$ cat src/rtl/return_stack_pkg.sv
// Shared constants for the return-address stack: address width and default depth.
package return_stack_pkg;

  localparam int ADDR_W      = 16;
  localparam int STACK_DEPTH = 8;

endpackage : return_stack_pkg

$ cat src/rtl/return_stack_if.sv
// Control-unit <-> return-stack connection; pop_data feeds the program counter's load input.
interface return_stack_if
  import return_stack_pkg::*;
#(
  parameter int WIDTH = ADDR_W,
  parameter int DEPTH = STACK_DEPTH,
  parameter int PTR_W = $clog2(DEPTH)
);

  // push/pop are single-cycle commands acted on at the next rising edge, with no
  // ready: a command the stack cannot honour is dropped and flagged in
  // overflow/underflow. pop_data is the live top of stack, valid whenever pop is high.
  logic             push;
  logic             pop;
  logic [WIDTH-1:0] push_data;
  logic             clr_err;
  logic [WIDTH-1:0] pop_data;
  logic [PTR_W:0]   count;
  logic             empty;
  logic             full;
  logic             overflow;
  logic             underflow;

  modport master (
    output push, pop, push_data, clr_err,
    input  pop_data, count, empty, full, overflow, underflow
  );

  modport slave (
    input  push, pop, push_data, clr_err,
    output pop_data, count, empty, full, overflow, underflow
  );

endinterface : return_stack_if

$ cat src/rtl/return_stack_ram.sv
// DEPTH x WIDTH register array: one synchronous write port, one asynchronous read port.
module return_stack_ram
  import return_stack_pkg::*;
#(
  parameter int WIDTH = ADDR_W,
  parameter int DEPTH = STACK_DEPTH,
  parameter int PTR_W = $clog2(DEPTH)
) (
  input  logic             clk,
  input  logic             we,
  input  logic [PTR_W-1:0] waddr,
  input  logic [WIDTH-1:0] wdata,
  input  logic [PTR_W-1:0] raddr,
  output logic [WIDTH-1:0] rdata
);

  logic [WIDTH-1:0] mem [DEPTH];

  // Contents are not reset; the stack pointer alone decides what is valid.
  always_ff @(posedge clk) begin
    if (we) begin
      mem[waddr] <= wdata;
    end
  end

  assign rdata = mem[raddr];

endmodule : return_stack_ram

$ cat src/rtl/return_stack.sv
// Return-address LIFO: stack pointer, sticky error flags and the zero-when-empty pop_data mux.
module return_stack
  import return_stack_pkg::*;
#(
  parameter int WIDTH = ADDR_W,
  parameter int DEPTH = STACK_DEPTH,
  parameter int PTR_W = $clog2(DEPTH)
) (
  input  logic          CLK,
  input  logic          RESET,
  return_stack_if.slave bus
);

  localparam int CNT_W = PTR_W + 1;

  logic [CNT_W-1:0] count_q;
  logic             overflow_q;
  logic             underflow_q;

  logic             is_empty;
  logic             is_full;
  logic [PTR_W-1:0] top_idx;
  logic [PTR_W-1:0] waddr;
  logic             we;
  logic [WIDTH-1:0] rdata;
  logic             ovf_set;
  logic             unf_set;

  assign is_empty = (count_q == '0);
  assign is_full  = (count_q == CNT_W'(DEPTH));
  assign top_idx  = count_q[PTR_W-1:0] - PTR_W'(1);

  // Push+pop on a non-empty stack overwrites the top in place (valid even when full).
  assign we      = bus.push && (!is_full || bus.pop);
  assign waddr   = (bus.push && bus.pop && !is_empty) ? top_idx : count_q[PTR_W-1:0];
  assign ovf_set = bus.push && !bus.pop && is_full;
  assign unf_set = bus.pop && is_empty;

  always_ff @(posedge CLK) begin
    if (!RESET) begin
      count_q     <= '0;
      overflow_q  <= 1'b0;
      underflow_q <= 1'b0;
    end else begin
      if (bus.push && !bus.pop && !is_full) begin
        count_q <= count_q + CNT_W'(1);
      end else if (bus.pop && !bus.push && !is_empty) begin
        count_q <= count_q - CNT_W'(1);
      end else if (bus.push && bus.pop && is_empty) begin
        count_q <= CNT_W'(1);
      end
      // A new error in the same edge as clr_err keeps the flag set.
      overflow_q  <= ovf_set || (overflow_q && !bus.clr_err);
      underflow_q <= unf_set || (underflow_q && !bus.clr_err);
    end
  end

  return_stack_ram #(
    .WIDTH (WIDTH),
    .DEPTH (DEPTH),
    .PTR_W (PTR_W)
  ) u_ram (
    .clk   (CLK),
    .we    (we && RESET),
    .waddr (waddr),
    .wdata (bus.push_data),
    .raddr (top_idx),
    .rdata (rdata)
  );

  assign bus.pop_data  = is_empty ? '0 : rdata;
  assign bus.count     = count_q;
  assign bus.empty     = is_empty;
  assign bus.full      = is_full;
  assign bus.overflow  = overflow_q;
  assign bus.underflow = underflow_q;

endmodule : return_stack

$ cat src/flat_wrapper.sv
// flat-port wrapper written by rule: the top's interface ports become plain ports
module return_stack_flat import return_stack_pkg::*;
#(
  parameter int WIDTH = ADDR_W,
  parameter int DEPTH = STACK_DEPTH,
  parameter int PTR_W = $clog2(DEPTH)
)
  (CLK, RESET, bus_push, bus_pop, bus_push_data, bus_clr_err, bus_pop_data, bus_count, bus_empty, bus_full, bus_overflow, bus_underflow);
  return_stack_if #(.WIDTH(WIDTH), .DEPTH(DEPTH), .PTR_W(PTR_W)) bus_i ();
  input  logic CLK;
  input  logic RESET;
  input wire logic [$bits(bus_i.push)-1:0] bus_push;
  input wire logic [$bits(bus_i.pop)-1:0] bus_pop;
  input wire logic [$bits(bus_i.push_data)-1:0] bus_push_data;
  input wire logic [$bits(bus_i.clr_err)-1:0] bus_clr_err;
  output wire logic [$bits(bus_i.pop_data)-1:0] bus_pop_data;
  output wire logic [$bits(bus_i.count)-1:0] bus_count;
  output wire logic [$bits(bus_i.empty)-1:0] bus_empty;
  output wire logic [$bits(bus_i.full)-1:0] bus_full;
  output wire logic [$bits(bus_i.overflow)-1:0] bus_overflow;
  output wire logic [$bits(bus_i.underflow)-1:0] bus_underflow;
  assign bus_i.push = bus_push;
  assign bus_i.pop = bus_pop;
  assign bus_i.push_data = bus_push_data;
  assign bus_i.clr_err = bus_clr_err;
  assign bus_pop_data = bus_i.pop_data;
  assign bus_count = bus_i.count;
  assign bus_empty = bus_i.empty;
  assign bus_full = bus_i.full;
  assign bus_overflow = bus_i.overflow;
  assign bus_underflow = bus_i.underflow;
  return_stack #(.WIDTH(WIDTH), .DEPTH(DEPTH), .PTR_W(PTR_W)) u_core (.CLK(CLK), .RESET(RESET), .bus(bus_i));
endmodule
$ cat config.mk
export PLATFORM = sky130hd
export DESIGN_NAME = return_stack_flat
export DESIGN_NICKNAME = d
export VERILOG_FILES = /design/src/rtl/return_stack_pkg.sv /design/src/rtl/return_stack_if.sv /design/src/rtl/return_stack_ram.sv /design/src/rtl/return_stack.sv /design/src/flat_wrapper.sv
export SDC_FILE = /design/constraint.sdc
export NUM_CORES = 1
export LEC_CHECK = 0
export CAP_MARGIN = 20
export CORE_MARGIN = 1
export CORE_UTILIZATION = 45
export CTS_CLUSTER_DIAMETER = 200
export CTS_CLUSTER_SIZE = 25
export DETAILED_ROUTE_END_ITERATION = 12
export PLACE_DENSITY = 0.68
export SYNTH_ARGS = -nofsm -noshare
export SYNTH_HDL_FRONTEND = slang
export SYNTH_SLANG_ARGS = --single-unit
$ cat constraint.sdc
create_clock -name CLK -period 8 [get_ports CLK]
set_clock_uncertainty 0.1 [all_clocks]
set_input_delay 0.8 -clock CLK [delete_from_list [all_inputs] [get_ports CLK]]
set_output_delay 0.8 -clock CLK [all_outputs]
set_load 0.1 [all_outputs]
### Word level (Yosys, flattened, before mapping)

Memory sizes are Yosys's and may differ from the RTL's.
Cells that the tools add are included.

| operators by class | value |
|---|---|
| muxes and demuxes | 7 |
| equal/unequal tests | 1 |
| reduce and logical (&&, ||, !) cells | 23 |
| $add $sub $neg | 3 |

Operators with widths:

| kind | count |
|---|---|
| $mux W16 | 1 |
| $logic_and A1 B1 Y1 | 13 |
| $mux W4 | 3 |
| $logic_not A1 Y1 | 5 |
| $add A4 B1 Y4 const B | 1 |
| $eq A4 B4 Y1 const B | 1 |
| $logic_not A4 Y1 | 1 |
| $sub A4 B1 Y4 const B | 1 |
| $logic_or A1 B1 Y1 | 3 |
| $mux W3 | 1 |
| $reduce_bool A3 Y1 | 1 |
| $sub A3 B1 Y3 const B | 1 |
| $mux W1 | 2 |

| storage, ports and cells | value |
|---|---|
| memories kept | 1 |
| memory bits (writable) | 128 |
| output and inout port bits | 24 |
| flip-flop bits (word level) | 6 |

Memories:

| name | words | bits a word | read ports | clocked after Yosys merged registers in | wr ports | RTL line | source |
|---|---|---|---|---|---|---|---|
| u_core.u_ram.mem | 8 | 16 | 1 | 0 | 1 | return_stack_ram.sv:17 | `logic [WIDTH-1:0] mem [DEPTH];` |

### Depth between registers and ports, before layout

| logic depth | value |
|---|---|
| depth in word-level cells | 7 |
| gate-level depth with buffers | 11 |
| gate-level depth less buffers | 7 |

### Cells and area by module

From an unflattened synthesis, not the netlist that was laid out.

| second synthesis, totals | value |
|---|---|
| cell total of the unflattened synthesis | 280 |
| area total of the unflattened synthesis | 5594.1 um^2 |

Modules (own cells, without submodules):

| module | cells each | instances | area each (um^2) |
|---|---|---|---|
| return_stack_ram | 198 | 1 | 4973.5 |
| return_stack | 82 | 1 | 620.6 |

### Least setup slack after synthesis

Ideal clock, no wire load.

| timing | value |
|---|---|
| path kind | register to output |
| start | register u_core.count_q[0], in the netlist u_core.bus.count[0] |
| end | output bus_pop_data[10] |
| required time | 7.100 ns |
| setup slack | 2.962 ns |
| arrival time | 4.138 ns |
| stages on the path, launching flop included | 11 |
| cell sequence | dfxtp_1 -> buf_2 -> buf_2 -> inv_1 -> ha_1 -> buf_6 -> or3b_1 -> inv_2 -> buf_4 -> buf_2 -> a21oi_1 |

| between the ends | value |
|---|---|
| elaborated cells between the ends (all ways) | 4 |
| those cells by class | add/sub: 1; mux: 1; reduce/logical: 1; memory: 1 |

RTL lines:

| item | RTL line | source |
|---|---|---|
| from (decl) | return_stack.sv:16 | `logic [CNT_W-1:0] count_q;` |
| from (signal assigned) | return_stack.sv:46 | `count_q <= count_q + CNT_W'(1);` |
| from (signal assigned) | return_stack.sv:48 | `count_q <= count_q - CNT_W'(1);` |
| $logic_not A4 Y1 | return_stack.sv:29 | `assign is_empty = (count_q == '0);` |
| via bus_empty | flat_wrapper.sv:18 | `output wire logic [$bits(bus_i.empty)-1:0] bus_empty;` |
| $mux W16 | return_stack.sv:71 | `assign bus.pop_data = is_empty ? '0 : rdata;` |
| to (decl) | flat_wrapper.sv:16 | `output wire logic [$bits(bus_i.pop_data)-1:0] bus_pop_data;` |

The timed path passes the listed nets, and every way through them passes these cells.

### Final worst setup path

| timing | value |
|---|---|
| start | register u_core.count_q[1], in the netlist u_core.bus.count[1] |
| end | output bus_pop_data[15] |

| between the ends | value |
|---|---|
| cells in the longest elaborated chain, start to end | 3 |
| elaborated cells between the ends (all ways) | 4 |
| those cells by class | add/sub: 1; mux: 1; reduce/logical: 1; memory: 1 |

RTL lines:

| item | RTL line | source |
|---|---|---|
| $sub A3 B1 Y3 | return_stack.sv:31 | `assign top_idx = count_q[PTR_W-1:0] - PTR_W'(1);` |
| $mem_v2 Z8 W16 | -- |  |
| $mux W16 * | return_stack.sv:71 |  |

Mark *: on every way between the ends. The rest lies on a longest branch, timed or not.

==> run metrics <==
run status=finished, violations left; failing checks=DRC; Initial Utilization=46.92%; number of distinct library cells after synthesis=40; final non-filler cell total=514; antenna violations before repair=0; row count=39; Mapped Avg Cell Area=18.10 sq um; largest family of logic cells by synthesized area=multiplexers; Slew @ Worst Pin=0.9865 ns; Antenna Violating Nets Remaining=0; Layout area overhead=21.91%; synth cell count leaders=edfxtp_1, nand2_1, mux4_2; setup_tns=0 ns; IO buf count=44; CORE AREA=11610 sq um; Critical Path AT=3.43 ns; worst reg2reg path depth=8; Worst Hold Class=reg2reg; Clock transition at path regs=0.06 ns; Post-Synth XOR/XNOR Area=0.9644%; clk sinks=134; Synth area leaders=edfxtp_1, mux4_2, nand2_1; Worst Setup Slack post-DPL=4.052 ns; fraction of registers with async set/reset=0%; Placed Cells=483; Clk network pwr share=29.6%; Setup crit end kind=output port; post-CTS setup buffers=0; final setup violation count=0; crit path launch type=register; HP Start=u_core.bus.count[1]; post-synthesis mux area share=13.80%; sequential share of power=32.0%; Adder-Cell Fraction of Synth Area=0.4592%; area leader, netlist=edfxtp_1; Final Max Slew Viols=0; Net Sw Power=0.9973 mW; final wirelength=10720 microns; internal power=1.570 mW; CTS Buf Count=17; Synth Net Count=324; fin nets=382; crit-path max FO=37; Hold Path Depth=2; CTS HTree Levels=4; vias in the first global route=2957; CTS root buffer=clkbuf_16; cell with the most instances after synthesis=edfxtp_1; Die H=112.0 microns; main flop type after synthesis=edfxtp_1; yosys warns=0; Final Hold Fails=0; max-cap violations=0; number of hold buffers added after CTS=0; Via Count=2877; complex-gate fraction of the synthesized area=3.674%; Period Utilization, post-route=54.18%; required time of the critical path=7.10 ns; Cells after Synth=301; simple logic cell fraction of the synthesized area=6.016%; Hold Path End=u_core.bus.count[1]; ANT cells=0; min cycle time layout=4.335 ns; EDFF count, synth=128; global-route wire length before repair=16960 microns; GPL Wtd Cong=0.7941; I/O Pins=45; largest net degree at the start of global routing=43; 1st-iter DRT viols=226; number of fill cells in the layout=885; drt pass-1 iters=9; share of Yosys cell area claimed by the top area cell type=70.54%; layout cells sized above 1=21.56%; clk buf depth=2; Sw Share=38.84%; die span in x=112.0 microns; Peak VDD IR=222.9 uV; FF+latch count, synth=134; GRT overflow=0; static leakage=2.146 nW; detailed-route DRC error count=3; CTS-repair resized insts=0; reg-to-reg slack, setup=4.76 ns; Post-Syn Area=5449 sq um; CP Class=reg2out; sequential share of the synthesized area=72.74%; worst relative slew slack=34.03%; Die Area=12550 sq um; total power=2.568 mW; power density cells=386.5 nW/um^2; Gate power share=38.4%; DR WL/cell=20.85 microns; gr usage total=18.67%; TritonCTS clock tree=done; Detailed Place HPWL=5947 microns; Peak Freq=0.2307 GHz; RSZ-0062 raised after global routing=false; via/cell ratio=5.597; Final WS setup=3.665 ns; worst skew pair latency=0.40 ns; worst r2r src=u_core.bus.count[1]; Reg2Reg Capture Point=u_core.u_ram.mem[4][10]
==> per-stage QoR <==
| step | hold slack (ns) | instance area [sq um] | util [%] |
|---|---|---|---|
| after floorplan | 0.7989 | 5449 | - |
| after global placement | 0.4592 | 6055 | 52.13 |
| after detailed placement | 0.4834 | 6055 | 52.13 |
| after CTS | 0.5000 | 6643 | 57.20 |
| after global routing | 0.5395 | 6643 | 57.20 |
| final | 0.4973 | 6643 | 57.20 |
==> sequential cells by signal, indices dropped and copies added, names as in the netlist <==
signal and flops:
u_core.bus.count 4, u_core.bus.overflow 1, u_core.bus.underflow 1, u_core.u_ram.mem 128
==> how the worst max path moves through the flow <==
stage                                   start          endpoint  slack [ns]
final                     u_core.bus.count[1]  bus_pop_data[15]        3.67
after global routing      u_core.bus.count[1]   bus_pop_data[2]        3.46
after CTS                 u_core.bus.count[1]   bus_pop_data[2]        3.62
after detailed placement  u_core.bus.count[1]  bus_pop_data[15]        4.05
after global placement    u_core.bus.count[1]  bus_pop_data[15]        4.10
after floorplan           u_core.bus.count[0]  bus_pop_data[10]        2.96
==> power groups by stage <==
stage	combinational, mW	clock [mW]	sequential [mW]
floorplan	0.737	0	0.871
global placement	0.989	0	0.834
detailed placement	0.991	0	0.836
CTS	0.994	0.770	0.822
global route	1.04	0.804	0.825
finish	0.985	0.761	0.822
==> cell families (layout without fill, tap and decap cells) <==
| logic type | count (synthesis) | after routing |
|---|---|---|
| XOR/XNOR | 6 | 6 |
| adder cells (fa/ha/maj) | 2 | 2 |
| multiplexers | 35 | 35 |
| AO/OA/AOI/OAI | 33 | 33 |
| AND/OR/NAND/NOR | 68 | 68 |
| buffers and inverters | 23 | 93 |
| flip-flops | 134 | 134 |
==> layout make-up <==
cell class | count | area (sq um) | area share [%]
clock buffers | 18 | 429.2 | 6.461
inverters | 6 | 22.52 | 0.3390
clock inverters | 13 | 158.9 | 2.392
flip-flops and latches | 134 | 3965 | 59.69
well taps | 143 | 178.9 | 2.694
repair buffers | 56 | 530.5 | 7.986
multi-input cells | 144 | 1358 | 20.44
==> worst max-delay path, cell delays in order (launching register included) <==
cell	delay (ns)
dfxtp_1	0.45
inv_1	0.12
ha_1	0.29
buf_4	0.43
mux4_2	0.29
nand2_1	0.05
a21oi_1	0.22
clkdlybuf4s50_1	1.17
==> metal layers <==
metal,vias up,GRT usage [%],part of all wire (%)
li1,1311,-,-
met1,1471,25.14,43
met2,85,30.02,51
met3,10,3.996,4.5
met4,0,7.467,1.1
met5,-,0,0
==> layout by cell type (no fill, tap or decap), types with 2 or more instances in the layout <==
cell type and instances:
buf_4 12, nor2b_1 2, bufinv_16 3, a21oi_1 16, o21ai_0 2, a31oi_1 4
mux4_2 32, clkbuf_16 17, clkinv_2 2, inv_1 5, a21boi_0 3, nand2_1 34
nand2b_1 2, mux2i_1 2, clkinv_4 2, dfxtp_1 5, ha_1 2, and2_1 2
edfxtp_1 128, clkdlybuf4s50_1 44, nor4_1 2, xnor2_1 2, nand3_1 4, nor2_1 10
xor2_1 4, nor4b_1 2, clkinvlp_4 5, o22ai_1 4, nand3b_1 2
(Power assumes the default switching activity.)
